[src/rtl/dma_cmd_arbiter_pkg.sv]
// Shared debug-DMA types (libdebug slice) used by the command arbiter:
// command interface record, DMA opcode encoding and arbiter state.
package dma_cmd_arbiter_pkg;

  typedef enum logic [1:0] {
    DMA_OP_NOP  = 2'd0,
    DMA_OP_RD   = 2'd1,
    DMA_OP_WR   = 2'd2,
    DMA_OP_FILL = 2'd3
  } dma_OP;

  typedef struct packed {
    logic [3:0]  tid;
    logic [31:0] addr_reg;
    logic [31:0] ctrl_reg;
    logic        addr_we;
    logic        ctrl_we;
  } debug_dma_cmdif_in_type;

  typedef enum logic {
    ARB_IDLE  = 1'b0,
    ARB_ISSUE = 1'b1
  } dma_arb_state_type;

  // ctrl_reg layout: [17:16] opcode, [15:0] transfer count
  function automatic logic [31:0] dma_ctrl_word(input dma_OP op, input logic [15:0] count);
    return {14'd0, op, count};
  endfunction

endpackage

[src/rtl/dma_cmd_arbiter_tag_fifo.sv]
// In-order tag FIFO: remembers which requester owns each acked-but-not-done
// DMA command. Show-ahead head, simultaneous push/pop allowed even when full.
module dma_tag_fifo
  import dma_cmd_arbiter_pkg::*;
#(
  parameter int WIDTH = 1,
  parameter int DEPTH = 8
) (
  input  logic                   clk,
  input  logic                   reset,
  input  logic                   push,
  input  logic                   pop,
  input  logic [WIDTH-1:0]       din,
  output logic [WIDTH-1:0]       head,
  output logic                   full,
  output logic                   empty,
  output logic [$clog2(DEPTH):0] count
);

  localparam int AW = $clog2(DEPTH);

  logic [WIDTH-1:0] mem [DEPTH];
  logic [AW-1:0]    wr_ptr;
  logic [AW-1:0]    rd_ptr;
  logic             do_push;
  logic             do_pop;

  assign full    = (count == (AW+1)'(DEPTH));
  assign empty   = (count == '0);
  assign do_pop  = pop && !empty;
  // a full FIFO can only take a push when the head leaves in the same cycle
  assign do_push = push && (!full || do_pop);
  assign head    = mem[rd_ptr];

  // tag storage, no reset needed: occupancy tracking guards every read
  always_ff @(posedge clk) begin
    if (do_push) mem[wr_ptr] <= din;
  end

  // pointers wrap naturally since DEPTH is a power of two
  always_ff @(posedge clk or negedge reset) begin
    if (!reset) begin
      wr_ptr <= '0;
      rd_ptr <= '0;
      count  <= '0;
    end else begin
      if (do_push) wr_ptr <= wr_ptr + AW'(1);
      if (do_pop)  rd_ptr <= rd_ptr + AW'(1);
      case ({do_push, do_pop})
        2'b10:   count <= count + (AW+1)'(1);
        2'b01:   count <= count - (AW+1)'(1);
        default: count <= count;
      endcase
    end
  end

endmodule

[src/rtl/dma_cmd_arbiter.sv]
// Round-robin arbiter sharing one debug DMA command port between NREQ
// requesters. Completions return in issue order and are steered back to the
// owner through an in-order tag FIFO.
// Build option: DMA_ARB_PRIO0_EN gives requester 0 strict priority; the
// remaining requesters round-robin among themselves.
module dma_cmd_arbiter
  import dma_cmd_arbiter_pkg::*;
#(
  parameter int NREQ  = 2,
  parameter int DEPTH = 8
) (
  input  logic                                clk,
  input  logic                                reset,
  input  logic [NREQ-1:0]                     req_valid,
  input  debug_dma_cmdif_in_type [NREQ-1:0]   req_cmd,
  output logic [NREQ-1:0]                     req_ack,
  output logic [NREQ-1:0]                     req_done,
  output debug_dma_cmdif_in_type              dma_cmd_in,
  input  logic                                dma_cmd_ack,
  input  logic                                dma_done,
  output logic [$clog2(DEPTH):0]              outstanding,
  output logic                                busy,
  output logic                                err_underflow
);

  localparam int GW = $clog2(NREQ);

  dma_arb_state_type state;
  logic [GW-1:0]     grant;
  logic [GW-1:0]     rr_ptr;
  logic [GW-1:0]     rr_next;
  logic [GW-1:0]     next_grant;
  logic [GW-1:0]     idx_g;
  logic              grant_found;
  int                idx;

  logic              fifo_push;
  logic              fifo_pop;
  logic              fifo_full;
  logic              fifo_empty;
  logic [GW-1:0]     fifo_head;

  // pick the first valid requester at or after rr_ptr, cyclically
  always_comb begin
    next_grant  = '0;
    grant_found = 1'b0;
    idx         = 0;
    idx_g       = '0;
`ifdef DMA_ARB_PRIO0_EN
    if (req_valid[0]) grant_found = 1'b1;
`endif
    for (int k = 0; k < NREQ; k++) begin
      idx   = (int'(rr_ptr) + k) % NREQ;
      idx_g = GW'(idx);
`ifdef DMA_ARB_PRIO0_EN
      if (!grant_found && req_valid[idx_g] && (idx != 0)) begin
`else
      if (!grant_found && req_valid[idx_g]) begin
`endif
        next_grant  = idx_g;
        grant_found = 1'b1;
      end
    end
  end

  // next round-robin start point after the current grant
  always_comb begin
    rr_next = (int'(grant) == NREQ - 1) ? '0 : grant + GW'(1);
  end

  assign fifo_push = (state == ARB_ISSUE) && dma_cmd_ack;
  assign fifo_pop  = dma_done && !fifo_empty;
  assign busy      = (state != ARB_IDLE) || (outstanding != '0);

  // acknowledge the owner in the same cycle the DMA controller accepts
  always_comb begin
    req_ack = '0;
    if (fifo_push) req_ack[grant] = 1'b1;
  end

  // arbitration FSM: latch winner's command, hold it until the DMA acks
  always_ff @(posedge clk or negedge reset) begin
    if (!reset) begin
      state      <= ARB_IDLE;
      grant      <= '0;
      rr_ptr     <= '0;
      dma_cmd_in <= '0;
    end else begin
      case (state)
        ARB_IDLE: begin
          if (grant_found && !fifo_full) begin
            grant              <= next_grant;
            dma_cmd_in         <= req_cmd[next_grant];
            dma_cmd_in.addr_we <= 1'b1;
            dma_cmd_in.ctrl_we <= 1'b1;
            state              <= ARB_ISSUE;
          end
        end
        ARB_ISSUE: begin
          if (dma_cmd_ack) begin
            dma_cmd_in.addr_we <= 1'b0;
            dma_cmd_in.ctrl_we <= 1'b0;
            state              <= ARB_IDLE;
`ifdef DMA_ARB_PRIO0_EN
            // a requester-0 win does not disturb the rotation of the others
            if (grant != '0) rr_ptr <= rr_next;
`else
            rr_ptr <= rr_next;
`endif
          end
        end
        default: state <= ARB_IDLE;
      endcase
    end
  end

  // completion steering and sticky underflow flag
  always_ff @(posedge clk or negedge reset) begin
    if (!reset) begin
      req_done      <= '0;
      err_underflow <= 1'b0;
    end else begin
      req_done <= '0;
      if (fifo_pop) req_done[fifo_head] <= 1'b1;
      if (dma_done && fifo_empty) err_underflow <= 1'b1;
    end
  end

  dma_tag_fifo #(
    .WIDTH (GW),
    .DEPTH (DEPTH)
  ) u_tag_fifo (
    .clk   (clk),
    .reset (reset),
    .push  (fifo_push),
    .pop   (fifo_pop),
    .din   (grant),
    .head  (fifo_head),
    .full  (fifo_full),
    .empty (fifo_empty),
    .count (outstanding)
  );

endmodule

[config.mk]
export PLATFORM = sky130hd
export DESIGN_NAME = dma_cmd_arbiter
export DESIGN_NICKNAME = d
export VERILOG_FILES = /design/src/rtl/dma_cmd_arbiter_pkg.sv /design/src/rtl/dma_cmd_arbiter_tag_fifo.sv /design/src/rtl/dma_cmd_arbiter.sv
export SDC_FILE = /design/constraint.sdc
export NUM_CORES = 1
export LEC_CHECK = 0
export CORE_UTILIZATION = 44
export DETAILED_ROUTE_END_ITERATION = 7
export PLACE_DENSITY = 0.89
export SLEW_MARGIN = 30
export SYNTH_ARGS = -nofsm -noshare
export SYNTH_HDL_FRONTEND = slang
export SYNTH_HIERARCHICAL = 1
export SYNTH_SLANG_ARGS = --single-unit
[constraint.sdc]
create_clock -name clk -period 8.9 [get_ports clk]
set_clock_uncertainty 0.1 [all_clocks]
set_input_delay 0.89 -clock clk [delete_from_list [all_inputs] [get_ports clk]]
set_output_delay 0.89 -clock clk [all_outputs]
set_load 0.05 [all_outputs]
### Yosys cells after proc, flatten, opt, wreduce, memory -nomap -nowiden

Memory sizes are Yosys's and may differ from the RTL's.
Cells that the tools add are included.

| cells by class | value |
|---|---|
| bitwise operators | 1 |
| $mul | 0 |
| $lt $le $gt $ge | 7 |
| reductions and logical operators | 20 |
| divide/modulo/power cells | 0 |
| mux-type cells | 26 |
| equal/unequal tests | 5 |
| $add $sub $neg | 6 |
| shifts and indexed selects | 0 |

Operators with widths:

| operator | count |
|---|---|
| 2-to-1 mux 70 bit | 2 |
| 2-to-1 mux 1 bit | 15 |
| less-than comparator 1 x 2 -> 1 bit, second input constant | 5 |
| logical AND 1 bit | 9 |
| 2-to-1 mux 2 bit | 4 |
| one-hot mux 4 bit (2 select lines) | 1 |
| adder 3 x 1 -> 3 bit, second input constant | 2 |
| AND reduction 2 bit | 3 |
| adder 4 x 1 -> 4 bit, second input constant | 1 |
| equality test 4 bit, second input constant | 1 |
| logical NOT 4 bit | 1 |
| != test 2 bit, second input constant | 2 |
| one-hot mux 2 bit (2 select lines) | 1 |
| nonzero test 4 bit | 1 |
| subtractor 4 x 1 -> 4 bit, second input constant | 1 |
| logical NOT 1 bit | 3 |
| adder 1 bit, second input constant | 2 |
| demux 1 bit (select 1 bit) | 2 |
| equality test 2 x 1 -> 1 bit, second input constant | 1 |
| equality test 2 bit, second input constant | 1 |
| >= comparator 1 bit, second input constant | 2 |
| logical OR 1 bit | 2 |
| one-hot mux 1 bit (2 select lines) | 1 |
| nonzero test 2 bit | 1 |
| inverter 1 bit | 1 |

| storage, ports and cells | value |
|---|---|
| memory bits (read-only) | 0 |
| RAM bits | 8 |
| memories kept | 1 |
| latch bits | 0 |
| register bits | 86 |

Memories:

| name | depth | width | read ports | clocked after memory_dff | write ports | line | source |
|---|---|---|---|---|---|---|---|
| u_tag_fifo.mem | 8 | 1 | 1 | 0 | 1 | dma_cmd_arbiter_tag_fifo.sv:22 | `logic [WIDTH-1:0] mem [DEPTH];` |

### Logic depth before layout (Yosys ltp)

Gate-level depths: netlist (run 1).

| depth | value |
|---|---|
| word-level depth | 9 |
| gate-level depth with buffers | 12 |
| depth with buffers taken out | 11 |

### By module

Netlist (run 1), hierarchy kept.

Modules (own cells, without submodules):

| module | area each (um^2) | cells each | instances | sequential area each (um^2) |
|---|---|---|---|---|
| dma_cmd_arbiter | 3691.0 | 425 | 1 | 1876.8 |
| dma_tag_fifo | 979.7 | 80 | 1 | 490.5 |

### Worst setup path after synthesis (run 1)

Ideal clock, no wire load.

| path | value |
|---|---|
| path type | flip-flop to flip-flop |
| start | register u_tag_fifo.count[1] |
| end | register u_tag_fifo.count[3] |
| arrival | 3.060 ns |
| path slack | 5.671 ns |
| path buffers | 1 |
| cell stages (with the launch flop) | 13 |
| data required time | 8.731 ns |
| clock period less this slack | 3.229 ns |
| library setup time | 0.069 ns |
| cell sequence | dfrtp_1 -> or3_1 -> buf_6 -> nor2_1 -> nor2b_1 -> o21ai_2 -> or2_2 -> inv_1 -> ha_1 -> or2_2 -> nand3_1 -> mux2_2 -> nand3b_1 |

| between the ends | value |
|---|---|
| longest elaborated chain between the ends | 8 |

Ends and longest elaborated chain:

| item | line | source |
|---|---|---|
| from (decl) | dma_cmd_arbiter_tag_fifo.sv:17 | `output logic [$clog2(DEPTH):0] count` |
| from (signal assigned) | dma_cmd_arbiter_tag_fifo.sv:50 | `2'b10: count <= count + (AW+1)'(1);` |
| from (signal assigned) | dma_cmd_arbiter_tag_fifo.sv:51 | `2'b01: count <= count - (AW+1)'(1);` |
| from (signal assigned) | dma_cmd_arbiter_tag_fifo.sv:52 | `default: count <= count;` |
| logical NOT 4 bit * | dma_cmd_arbiter_tag_fifo.sv:29 | `assign empty = (count == '0);` |
| named net fifo_empty | dma_cmd_arbiter.sv:40 | `logic fifo_empty;` |
| logical NOT 1 bit * | dma_cmd_arbiter.sv:72 | `assign fifo_pop = dma_done && !fifo_empty;` |
| logical AND 1 bit * | dma_cmd_arbiter.sv:72 |  |
| named net fifo_pop | dma_cmd_arbiter.sv:38 | `logic fifo_pop;` |
| logical AND 1 bit * | dma_cmd_arbiter_tag_fifo.sv:30 | `assign do_pop = pop && !empty;` |
| logical OR 1 bit | dma_cmd_arbiter_tag_fifo.sv:32 | `assign do_push = push && (!full \|\| do_pop);` |
| logical AND 1 bit | dma_cmd_arbiter_tag_fifo.sv:32 |  |
| equality test 2 x 1 -> 1 bit / equality test 2 bit (equally long branches) | dma_cmd_arbiter_tag_fifo.sv:49 | `case ({do_push, do_pop})` |
| one-hot mux 4 bit (2 select lines) / nonzero test 2 bit (equally long branches) | -- |  |

The timed path passes the listed nets; every way through them passes the cells marked *.
A chain may end at the register's enable or synchronous reset.

### Worst setup path after layout (run 1)

| path | value |
|---|---|
| start | input port dma_done |
| end | register u_tag_fifo.count[3] |

| between the ends | value |
|---|---|
| longest elaborated chain between the ends | 6 |

Ends and longest elaborated chain:

| item | line | source |
|---|---|---|
| from (decl) | dma_cmd_arbiter.sv:20 | `input logic dma_done,` |
| logical AND 1 bit * | dma_cmd_arbiter.sv:72 |  |
| named net fifo_pop | dma_cmd_arbiter.sv:38 |  |
| logical AND 1 bit * | dma_cmd_arbiter_tag_fifo.sv:30 |  |
| logical OR 1 bit | dma_cmd_arbiter_tag_fifo.sv:32 |  |
| logical AND 1 bit | dma_cmd_arbiter_tag_fifo.sv:32 |  |
| equality test 2 x 1 -> 1 bit / equality test 2 bit (equally long branches) | dma_cmd_arbiter_tag_fifo.sv:49 |  |
| one-hot mux 4 bit (2 select lines) / nonzero test 2 bit (equally long branches) | -- |  |

Marks and branches as above.

==> results of run 1 <==
==> sequential cells by signal, indices dropped and copies added (netlist names) <==
| signal | flops |
|---|---|
| state | 1 |
| u_tag_fifo/wr_ptr | 3 |
| req_done | 2 |
| grant | 1 |
| u_tag_fifo/rd_ptr | 3 |
| u_tag_fifo/count | 4 |
| err_underflow | 1 |
| rr_ptr | 1 |
| u_tag_fifo/mem | 8 |
| dma_cmd_in | 69 |
==> per-stage QoR <==
step	worst slack (ns)	power [W]	utilization	hold WS [ns]
after floorplan	5.67	0.00190	-	0.350
after CTS	5.40	0.00276	0.682	0.366
final	5.35	0.00275	0.683	0.365
after detailed placement	5.03	0.00248	0.664	0.345
after global placement	5.15	0.00243	0.664	0.340
after global routing	5.20	0.00290	0.683	0.399
==> worst max-delay path, cell delays in order <==
cell	delay, ns
clkdlybuf4s50_1	0.47
nor2b_1	0.62
o21ai_2	0.19
or2_2	0.35
inv_1	0.08
ha_1	0.25
or2_2	0.30
nand3_1	0.13
mux2_2	0.37
nand3b_1	0.09
==> synth_stat cells, types with 3 or more instances <==
cell	number
edfxtp_1	8
nor2b_1	3
nor3_1	4
buf_6	5
mux2_2	3
a31oi_1	68
ha_1	4
nand3_1	70
nand2_1	12
a21oi_1	70
nand2b_1	4
nor2_1	9
inv_1	7
xnor2_1	5
buf_2	6
o21ai_0	67
dfrtp_1	85
clkbuf_1	44
==> final timing paths <==
kind                                       end  slack, ns  cells after the start
max                        u_tag_fifo/count[3]       5.35                     10
min                              err_underflow       0.37                      1
min reg2reg                      err_underflow       0.37                      1
max reg2reg                u_tag_fifo/count[3]       5.40                     11
min in group asynchronous        dma_cmd_in[2]       0.47                      1
max in group asynchronous       dma_cmd_in[10]       7.69                      1
==> logic make-up (layout without fill, tap and decap cells) <==
family | after synthesis | in the layout | synth area share
buffers and inverters | 64 | 251 | 0.0619
xor gates and xnor gates | 7 | 7 | 0.0131
muxes | 8 | 8 | 0.0244
DFF | 93 | 93 | 0.507
AOI/OAI and AO/OA | 215 | 215 | 0.258
and+or+nand+nor | 113 | 113 | 0.121
adders and majority gates | 5 | 5 | 0.0150
==> layout make-up <==
class / instances / area (µm²)
fill: 789 / 3280
sequential: 93 / 2370
timing repair buffer: 227 / 2250
multi-input combinational: 348 / 2030
tap: 136 / 170
clock buffer: 10 / 128
clock inverter: 6 / 63.8
inverter: 8 / 31.3
==> routing by layer <==
| metal | share of wire | GRT usage | up-vias |
|---|---|---|---|
| li1 | - | - | 2229 |
| met1 | 0.39 | 0.331 | 2342 |
| met2 | 0.50 | 0.477 | 270 |
| met3 | 0.074 | 0.0449 | 39 |
| met4 | 0.029 | 0.119 | 0 |
| met5 | 0 | 0 | - |
==> where the power goes <==
group          switching, W  internal (W)
registers          0.000143      0.000635
logic               0.00112      0.000580
clock network      0.000149      0.000130
total               0.00141       0.00134
==> impl_metrics.tcl, run 1 <==
set metrics [dict create \
    cts_resized 0 \
    ys_seq_area_frac 0.507 \
    cts_buffers 9 \
    drc 0 \
    cts_sinks 93 \
    rows 37 \
    crit_path_start "dma_done" \
    p_leak_nw 2.68 \
    cp-start-kind "input port" \
    slew_headroom 0.416 \
    r2r_start "u_tag_fifo/count[2]" \
    die_w_um 105 \
    ys_warn_count 6 \
    grt_max_degree 86 \
    drv_cap 0 \
    cts-hold-fix-buffers 0 \
    first_iter_violations 451 \
    timing.setup.critical_path_class "in2reg" \
    post-route-period-util 0.399 \
    end_kind "flip-flop" \
    vias_per_cell 5.89 \
    ir_drop_uv 230 \
    hold_viol 0 \
    final_common_cell "clkdlybuf4s50_1" \
    syn_avg_cell_area_um2 9.25 \
    ys_ff_latch 93 \
    ios 226 \
    start_util 0.452 \
    syn_area_um2 4670 \
    ys_types 40 \
    first_global_vias 4799 \
    synth_top_area_cell "dfrtp_1" \
    yosys-top-cells-area "dfrtp_1 46%, a31oi_1 9.1%, a21oi_1 7.5%, nand3_1 7.5%, o21ai_0 7.2%" \
    antenna_found_initial 0 \
    io_buffers 221 \
    grt_use_total 0.273 \
    min_from "err_underflow" \
    path_clk_slew_ns 0.09 \
    stdcell_area_um2 7050 \
    outcome "completed" \
    synth_edf_count 8 \
    drive_gt1_frac 0.0592 \
    setup_violations 0 \
    cts.path.max_buffers 2 \
    worstMarginPinSlew_ns 0.875 \
    crit_fanout 9 \
    max_freq_ghz 0.282 \
    die_h_um 105 \
    dp_hpwl_um 9740 \
    routabilityCongestion 0.827 \
    fp.coreArea_um2 10300 \
    layout.nets 838 \
    clk_latency_ns 0.35 \
    root_buffer "clkbuf_8" \
    grt_pass1_wl_um 23900 \
    setup_tns_ns 0 \
    grt_overflow 0 \
    cts_setup_buffers 0 \
    dpl-instance-area_um2 6850 \
    wl_per_cell_um 18.1 \
    synthArstFlopShare 0.914 \
    maxSlewViolCount 0 \
    crit_required_ns 9.09 \
    cts_tree "built" \
    yosysTopAreaCellShare 0.455 \
    dp_cells 812 \
    synth_top_flop_cell "dfrtp_1" \
    min-delay-path-class "reg2reg" \
    powerDensity_nw_per_um2 391 \
    htree_levels 3 \
    grt_setup_unrepaired "no" \
    synth_nets 656 \
    period_needed_ns 3.55 \
    final_cell_mix "219 x clkdlybuf4s50_1, 85 x dfrtp_1, 70 x nand3_1, 70 x a21oi_1, 68 x a31oi_1" \
    num_vias 4880 \
    drt_wl_total_um 15000 \
    finalNonFillerCells 828 \
    syn_to_final_growth_pct 50.9 \
    synthCells 505 \
    first_pass_iters 5 \
    die_area_um2 11000 \
    final_antenna_net_count 0 \
    n_antenna_cell 0 \
    cp.arrival_ns 3.74 \
]
Power figures use the tool's default switching activity.
==> run 2, diff against run 1 <==
--- a/config.mk
+++ b/config.mk
@@ -5,9 +5,9 @@
 export SDC_FILE = /design/constraint.sdc
 export NUM_CORES = 1
 export LEC_CHECK = 0
-export CORE_UTILIZATION = 44
+export CORE_UTILIZATION = 37
 export DETAILED_ROUTE_END_ITERATION = 7
-export PLACE_DENSITY = 0.89
+export PLACE_DENSITY = 0.8
 export SLEW_MARGIN = 30
 export SYNTH_ARGS = -nofsm -noshare
 export SYNTH_HDL_FRONTEND = slang
==> constraint.sdc (replaced) <==
create_clock -name clk -period 2.95 [get_ports clk]
set_clock_uncertainty 0.1 [all_clocks]
set_input_delay 0.295 -clock clk [delete_from_list [all_inputs] [get_ports clk]]
set_output_delay 0.295 -clock clk [all_outputs]
set_load 0.05 [all_outputs]
==> run 2 against run 1 <==
Wire length is essentially flat. Sequential power grew to 3.0 times the previous value. First-iteration DRC count shrank 17%. Combinational power grew to 3.0 times the previous value. Critical path depth is the same. Worst hold slack is essentially flat. Core utilization shrank 8.2 points. Clock power grew to 4.0 times the previous value.
==> impl_metrics.tcl, run 2 (synthesized netlist as in run 1, its figures left out) <==
set metrics [dict create \
    outcome "completed" \
    vias_per_cell 5.55 \
    dp_hpwl_um 10200 \
    setup_tns_ns 0 \
    cp_cell_sequence "or3_1, buf_4, o21ai_2, or2_2, inv_1, ha_1, or2_2, nand3_1, mux2_2, nand3b_1" \
    routabilityCongestion 0.843 \
    antenna_found_initial 0 \
    cp_slowest_stage_delay_ns 0.43 \
    whs_endpoint "err_underflow" \
    drive_gt1_frac 0.0713 \
    powerDensity_nw_per_um2 1190 \
    ir_drop_uv 695 \
    drv_cap 0 \
    path_clk_slew_ns 0.06 \
    clk_latency_ns 0.33 \
    hold_viol 0 \
    grt_max_degree 71 \
    timing.setup.critical_path_class "reg2reg" \
    final_cell_mix "219 x clkdlybuf4s50_1, 82 x dfrtp_1, 70 x nand3_1, 70 x a21oi_1, 68 x a31oi_1" \
    drt_wl_total_um 14900 \
    cts_tree "built" \
    die_w_um 114 \
    intPower_w 0.00440 \
    worstMarginPinSlew_ns 0.819 \
    syn_to_final_growth_pct 56.3 \
    hold_depth 1 \
    dp_cells 852 \
    fp.coreArea_um2 12200 \
    htree_levels 3 \
    grt_setup_unrepaired "no" \
    crit_fanout 8 \
    min-delay-path-class "reg2reg" \
    end_kind "flip-flop" \
    n_antenna_cell 0 \
    reg2reg_to "u_tag_fifo/count[3]" \
    root_buffer "clkbuf_16" \
    first_pass_iters 5 \
    final_common_cell "clkdlybuf4s50_1" \
    critPathSlowestCell "dfrtp_2" \
    r2r_start "u_tag_fifo/count[1]" \
    cts_buffers 9 \
    slew_headroom 0.454 \
    drc 0 \
    finalNonFillerCells 869 \
    cts.path.max_buffers 2 \
    min_from "err_underflow" \
    crit_top_cell "or2_2" \
    r2r_setup_slack_ns 0.28 \
    grt_pass1_wl_um 23600 \
    final_antenna_net_count 0 \
    cp-start-kind "flip-flop" \
    largest_reg_flops 69 \
    reg_top3 "dma_cmd_in: 69 flops, u_tag_fifo/mem: 8 flops, u_tag_fifo/count: 4 flops" \
    first_global_vias 4870 \
    start_util 0.384 \
    io_buffers 221 \
    die_h_um 114 \
    num_vias 4825 \
    swShare 0.492 \
    max_freq_ghz 0.375 \
    first_iter_violations 374 \
    ios 226 \
    crit_required_ns 3.12 \
    wl_per_cell_um 17.2 \
    grt_overflow 0 \
    period_needed_ns 2.67 \
    die_area_um2 13100 \
    regMostFlops "dma_cmd_in" \
    net-switching-power_w 0.00426 \
    num-fill-cells 1025 \
    setup_violations 0 \
    rows 40 \
    seqPwrFrac 0.273 \
    clkPwrFrac 0.129 \
    maxSlewViolCount 0 \
    layout.nets 847 \
    worstRegToRegCells 10 \
    cts_sinks 93 \
    cts_setup_buffers 0 \
    grt_use_total 0.227 \
    combPwrFrac 0.598 \
    p_leak_nw 2.78 \
    cp.arrival_ns 2.84 \
    post-route-period-util 0.904 \
]
[run 2: cell types whose count changed in the layout (fill, tap and decap cells not counted), moves of 3 or more]
cell       before  now
clkbuf_8        9    0
clkinv_1        0    3
dfrtp_2         0    3
buf_4           6   11
clkbuf_16       0    9
buf_12          0    4
dfrtp_1        85   82
[run 2: worst max path at each step]
stage,cells past startpoint,start,to
detailed placement,10,dma_done,u_tag_fifo/count[3]
CTS,10,u_tag_fifo/count[1],u_tag_fifo/count[3]
global placement,10,dma_done,u_tag_fifo/count[3]
floorplan,12,u_tag_fifo/count[1],u_tag_fifo/count[3]
finish,10,u_tag_fifo/count[1],u_tag_fifo/count[3]
global route,11,u_tag_fifo/count[1],u_tag_fifo/count[3]
[run 2: per-stage QoR]
| stage | power, W | util | setup slack (ns) | instance area (µm²) | hold WS (ns) |
|---|---|---|---|---|---|
| floorplan | 0.00573 | - | 0.0402 | 4680 | -0.101 |
| global placement | 0.00744 | 0.576 | 0.361 | 7010 | 0.211 |
| detailed placement | 0.00756 | 0.576 | 0.273 | 7010 | 0.212 |
| CTS | 0.00869 | 0.600 | 0.295 | 7300 | 0.376 |
| global route | 0.00912 | 0.600 | 0.158 | 7300 | 0.388 |
| finish | 0.00866 | 0.600 | 0.284 | 7300 | 0.365 |
[run 2: power groups by stage]
stage / clock [W] / combinational, W / sequential [W]
finish: 0.00112 / 0.00518 / 0.00236
global route: 0.00120 / 0.00548 / 0.00243
CTS: 0.00114 / 0.00519 / 0.00236
detailed placement: 0 / 0.00518 / 0.00237
global placement: 0 / 0.00510 / 0.00234
floorplan: 0 / 0.00160 / 0.00414
[run 2: repair_timing]
item	CTS	global route
hold buffers	1	0
endpoints found under the hold margin	40	0
gates resized for setup	0	0
[run 2: area by class of cell]
| type | instances | area [µm²] | share of cell area |
|---|---|---|---|
| Sequential cell | 93 | 2370 | 0.325 |
| Timing Repair Buffer | 236 | 2370 | 0.325 |
| Multi-Input combinational cell | 348 | 2040 | 0.279 |
| Clock buffer | 10 | 229 | 0.0314 |
| Tap cell | 168 | 210 | 0.0288 |
| Clock inverter | 6 | 53.8 | 0.00737 |
| Inverter | 8 | 31.3 | 0.00428 |
[run 2: worst max-delay path: cells and delay by family, from the launching register on]
family          cells  cell delay [ns]
flops               1             0.43
buf+inv             2             0.25
simple gates        5             1.04
fa+ha+maj           1             0.29
compound gates      1             0.14
mux                 1             0.35
[run 2: per-layer routing]
| metal | GRT usage | vias up | wire, µm |
|---|---|---|---|
| met5 | 0 | - | 0 |
| met1 | 0.275 | 2311 | 6000 |
| met3 | 0.0455 | 23 | 1130 |
| met2 | 0.394 | 242 | 7500 |
| met4 | 0.0935 | 0 | 312 |
| li1 | - | 2249 | - |
==> variant 1 (flow settings as in run 2) <==
`DEPTH` is set to 8 in 2 places; all go to 16.
--- a/src/rtl/dma_cmd_arbiter_tag_fifo.sv
+++ b/src/rtl/dma_cmd_arbiter_tag_fifo.sv
@@ -4,7 +4,7 @@
   import dma_cmd_arbiter_pkg::*;
 #(
   parameter int WIDTH = 1,
-  parameter int DEPTH = 8
+  parameter int DEPTH = 16
 ) (
   input  logic                   clk,
   input  logic                   reset,
--- a/src/rtl/dma_cmd_arbiter.sv
+++ b/src/rtl/dma_cmd_arbiter.sv
@@ -7,7 +7,7 @@
   import dma_cmd_arbiter_pkg::*;
 #(
   parameter int NREQ  = 2,
-  parameter int DEPTH = 8
+  parameter int DEPTH = 16
 ) (
   input  logic                                clk,
   input  logic                                reset,
Ports: changed (resized outstanding); port bits go from 226 to 227. No check against the original RTL was run, so the function may have changed too.
==> variant 1 against run 2 <==
Area after synthesis up 13%; design area up 9.9%; total power up 8.9%; synthesized cell count up 11%; worst setup slack worse by 0.10 ns; first-iteration DRC count up 16%; sequential cell count up 11; routed wire length up 14%; highest routed layer unchanged.
==> variant 1: results <==
metrics = {
    "logic_synthesis": {
        "synth-compound-area-share_pct": 23.58,
        "ys_types": 45,
        "synth.area.mux_share_pct": 3.237,
        "synth-xor-area-share_pct": 1.654,
        "yosys.area_share.adder_pct": 2.268,
        "synthArstFlopShare_pct": 84.62,
        "syn_inst": 562,
        "ys_seq_area_share_pct": 50.66,
        "synth_edf_count": 16,
    },
    "global_route": {
        "grt_first_pass_wirelength_mm": 26.45,
        "grtUsageTotal_pct": 23.20,
        "grt_pass1_vias": 5160,
        "grtUsageMet1_pct": 29.48,
    },
    "layout": {
        "nClkBuffers": 14,
        "inv_count": 10,
        "seqAreaFraction_pct": 33.50,
        "drive_gt1_share_pct": 7.926,
        "multi_input_gates": 387,
        "multi_input_area_share_pct": 29.36,
        "clkCellAreaFrac_pct": 3.759,
        "num-fill-cells": 1192,
        "finalNonFillerCells": 937,
        "signal_buffers": 240,
        "top_regs": "dma_cmd_in: 69 flops, u_tag_fifo/mem: 16 flops, u_tag_fifo/count: 5 flops",
    },
    "setup_path": {
        "cpPeakStageDelay_ns": 0.60,
        "cp_slowest_cell": "or4_4",
        "crit_fanout": 6,
    },
    "status": {
        "outcome": "finished clean",
    },
    "pwr": {
        "p_int_mw": 4.834,
        "power_leakage_nw": 3.029,
    },
    "timing": {
        "slew_headroom_pct": 47.34,
    },
    "cts": {
        "clock_sinks": 104,
    },
    "place": {
        "pre_cts_ws_ns": 0.1737,
        "dp.cells": 917,
    },
    "min_path": {
        "hold_path.class": "in -> async",
    },
    "route": {
        "routedWlPerCell_um": 18.20,
        "wl_met1_mm": 7.091,
        "wl_met3_mm": 1.191,
    },
}
## variant 1: changes by cell type after synthesis, sizes merged, moves of 3 or more
| cell | run 2 | this run |
|---|---|---|
| nor2 | 9 | 20 |
| xnor2 | 5 | 10 |
| dfrtp | 85 | 88 |
| mux4 | 2 | 5 |
| nand3 | 70 | 77 |
| nand2 | 12 | 15 |
| ha | 4 | 8 |
| edfxtp | 8 | 16 |
| buf | 12 | 17 |
## variant 1: path summary, 6_finish.rpt
check                                    start             endpoint  slack (ns)  cells after the start
setup reg to reg           u_tag_fifo/count[2]  u_tag_fifo/count[4]        0.18                     11
setup / recovery           u_tag_fifo/count[2]  u_tag_fifo/count[4]        0.18                     11
max in group asynchronous                reset       dma_cmd_in[35]        1.70                      3
min in group clk                 err_underflow        err_underflow        0.37                      1
hold / removal                           reset       dma_cmd_in[40]        0.37                      2
hold reg to reg                  err_underflow        err_underflow        0.37                      1
==> variant 2 (config.mk and constraints of run 2) <==
Without the edit above. One comparison of `count` changes from == to >=.
--- a/src/rtl/dma_cmd_arbiter_tag_fifo.sv
+++ b/src/rtl/dma_cmd_arbiter_tag_fifo.sv
@@ -25,7 +25,7 @@
   logic             do_push;
   logic             do_pop;
 
-  assign full    = (count == (AW+1)'(DEPTH));
+  assign full    = (count >= (AW+1)'(DEPTH));
   assign empty   = (count == '0);
   assign do_pop  = pop && !empty;
   // a full FIFO can only take a push when the head leaves in the same cycle
Formal check against the unedited RTL: no difference found for any inputs over 4 cycles, from zero or initial values and one cycle with reset low; that may be too few to reach the edited logic, so the function may still have changed.
==> variant 2 against run 2 <==
Total power about the same; area after synthesis shrank 0.11%; routed wire length fell by 2.2%; first-iteration DRC count is 8.0% lower; combinational power barely moved; design area rose by 0.26%; final cell count is the same; die area fell by 0.11%; critical path depth is the same; worst setup slack got worse by 0.090 ns; sequential cell count did not move; synthesized cell count down 0.40%.
==> variant 2: results <==
metrics = {
    "logic_synthesis": {
        "synth_nets": 655,
        "yosys.area_share.adder_pct": 1.770,
        "synthArstFlopShare_pct": 91.40,
        "synth-compound-area-share_pct": 26.58,
        "synth_edf_count": 8,
        "ys_types": 37,
        "synth_warnings": 6,
        "synth-xor-area-share_pct": 1.126,
        "synth_common_cells": "dfrtp_1, a21oi_1, nand3_1",
        "ys_seq_area_share_pct": 50.74,
        "syn_avg_cell_area_um2": 9.276,
        "synth.area.mux_share_pct": 1.850,
        "synthTopCellsByArea": "dfrtp_1, a31oi_1, a21oi_1",
    },
    "place": {
        "dp_hpwl_mm": 10.10,
        "portBuffers": 221,
        "pre_cts_ws_ns": 0.1630,
        "placed_area_mm2": 0.007010,
        "place_congestion": 0.7986,
    },
    "timing": {
        "worst_pin_slew_ns": 0.8373,
    },
    "setup_path": {
        "cp.arrival_ns": 2.86,
        "cp_slowest_cell": "or4b_1",
        "critPathLaunch": "u_tag_fifo/count[2]",
        "cp_top_family": "simple AND/OR/NAND/NOR gates",
        "cpPeakStageDelay_ns": 0.51,
        "crit_fanout": 6,
    },
    "route": {
        "wl_met3_mm": 1.106,
        "detail_route.iter0.violations": 344,
        "wl_met1_mm": 5.991,
        "wl_mm": 14.61,
        "met2_length_mm": 7.094,
        "via_per_inst": 5.587,
    },
    "cts": {
        "hold_buffers": 1,
        "postCtsSetupBuffers": 0,
        "ctsResizeCount": 0,
        "numCtsBuffers": 9,
    },
    "pwr": {
        "power_leakage_nw": 2.764,
        "p_sw_share_pct": 49.46,
        "powerClk_mw": 1.14,
        "vdd_drop_max_v": 0.0006259,
        "pg_comb_mw": 5.16,
        "power.switching_mw": 4.285,
    },
    "layout": {
        "nets": 848,
        "top_regs": "dma_cmd_in: 69 flops, u_tag_fifo/mem: 8 flops, u_tag_fifo/count: 4 flops",
        "drive_gt1_share_pct": 7.133,
    },
    "global_route": {
        "grtUsageMet1_pct": 27.51,
        "grt_pass1_vias": 4760,
        "met3_usage_pct": 4.023,
        "grt_first_pass_wirelength_mm": 23.09,
        "grt_max_degree": 69,
        "grtUsageTotal_pct": 22.32,
        "grtUsageMet2_pct": 38.38,
    },
    "status": {
        "outcome": "finished clean",
    },
}
## variant 2: cell types whose count changed after synthesis, sizes merged, moves of 2 or more
| cell | before | now |
|---|---|---|
| o211ai | 0 | 3 |
| mux2i | 2 | 0 |
| or3 | 2 | 0 |
| or2 | 3 | 1 |
| nor3b | 0 | 3 |
| nor2 | 9 | 6 |
## variant 2: worst paths after layout
kind	endpoint	slack [ns]	depth (start not counted)
min in group asynchronous	u_tag_fifo/count[1]	0.39	2
max in group asynchronous	dma_cmd_in[48]	1.74	3
max	u_tag_fifo/count[3]	0.19	10
max reg2reg	u_tag_fifo/count[3]	0.19	10
min reg2reg	err_underflow	0.36	1
min	err_underflow	0.36	1
## variant 2: final cells by class
| class | count | area, um^2 |
|---|---|---|
| clock inverters | 6 | 62.56 |
| clock buffers | 10 | 229.0 |
| fillers | 1025 | 4842 |
| inverters | 9 | 35.03 |
| flip-flops and latches | 93 | 2372 |
| well taps | 168 | 210.2 |
| multi-input cells | 345 | 2038 |
| repair buffers | 238 | 2372 |
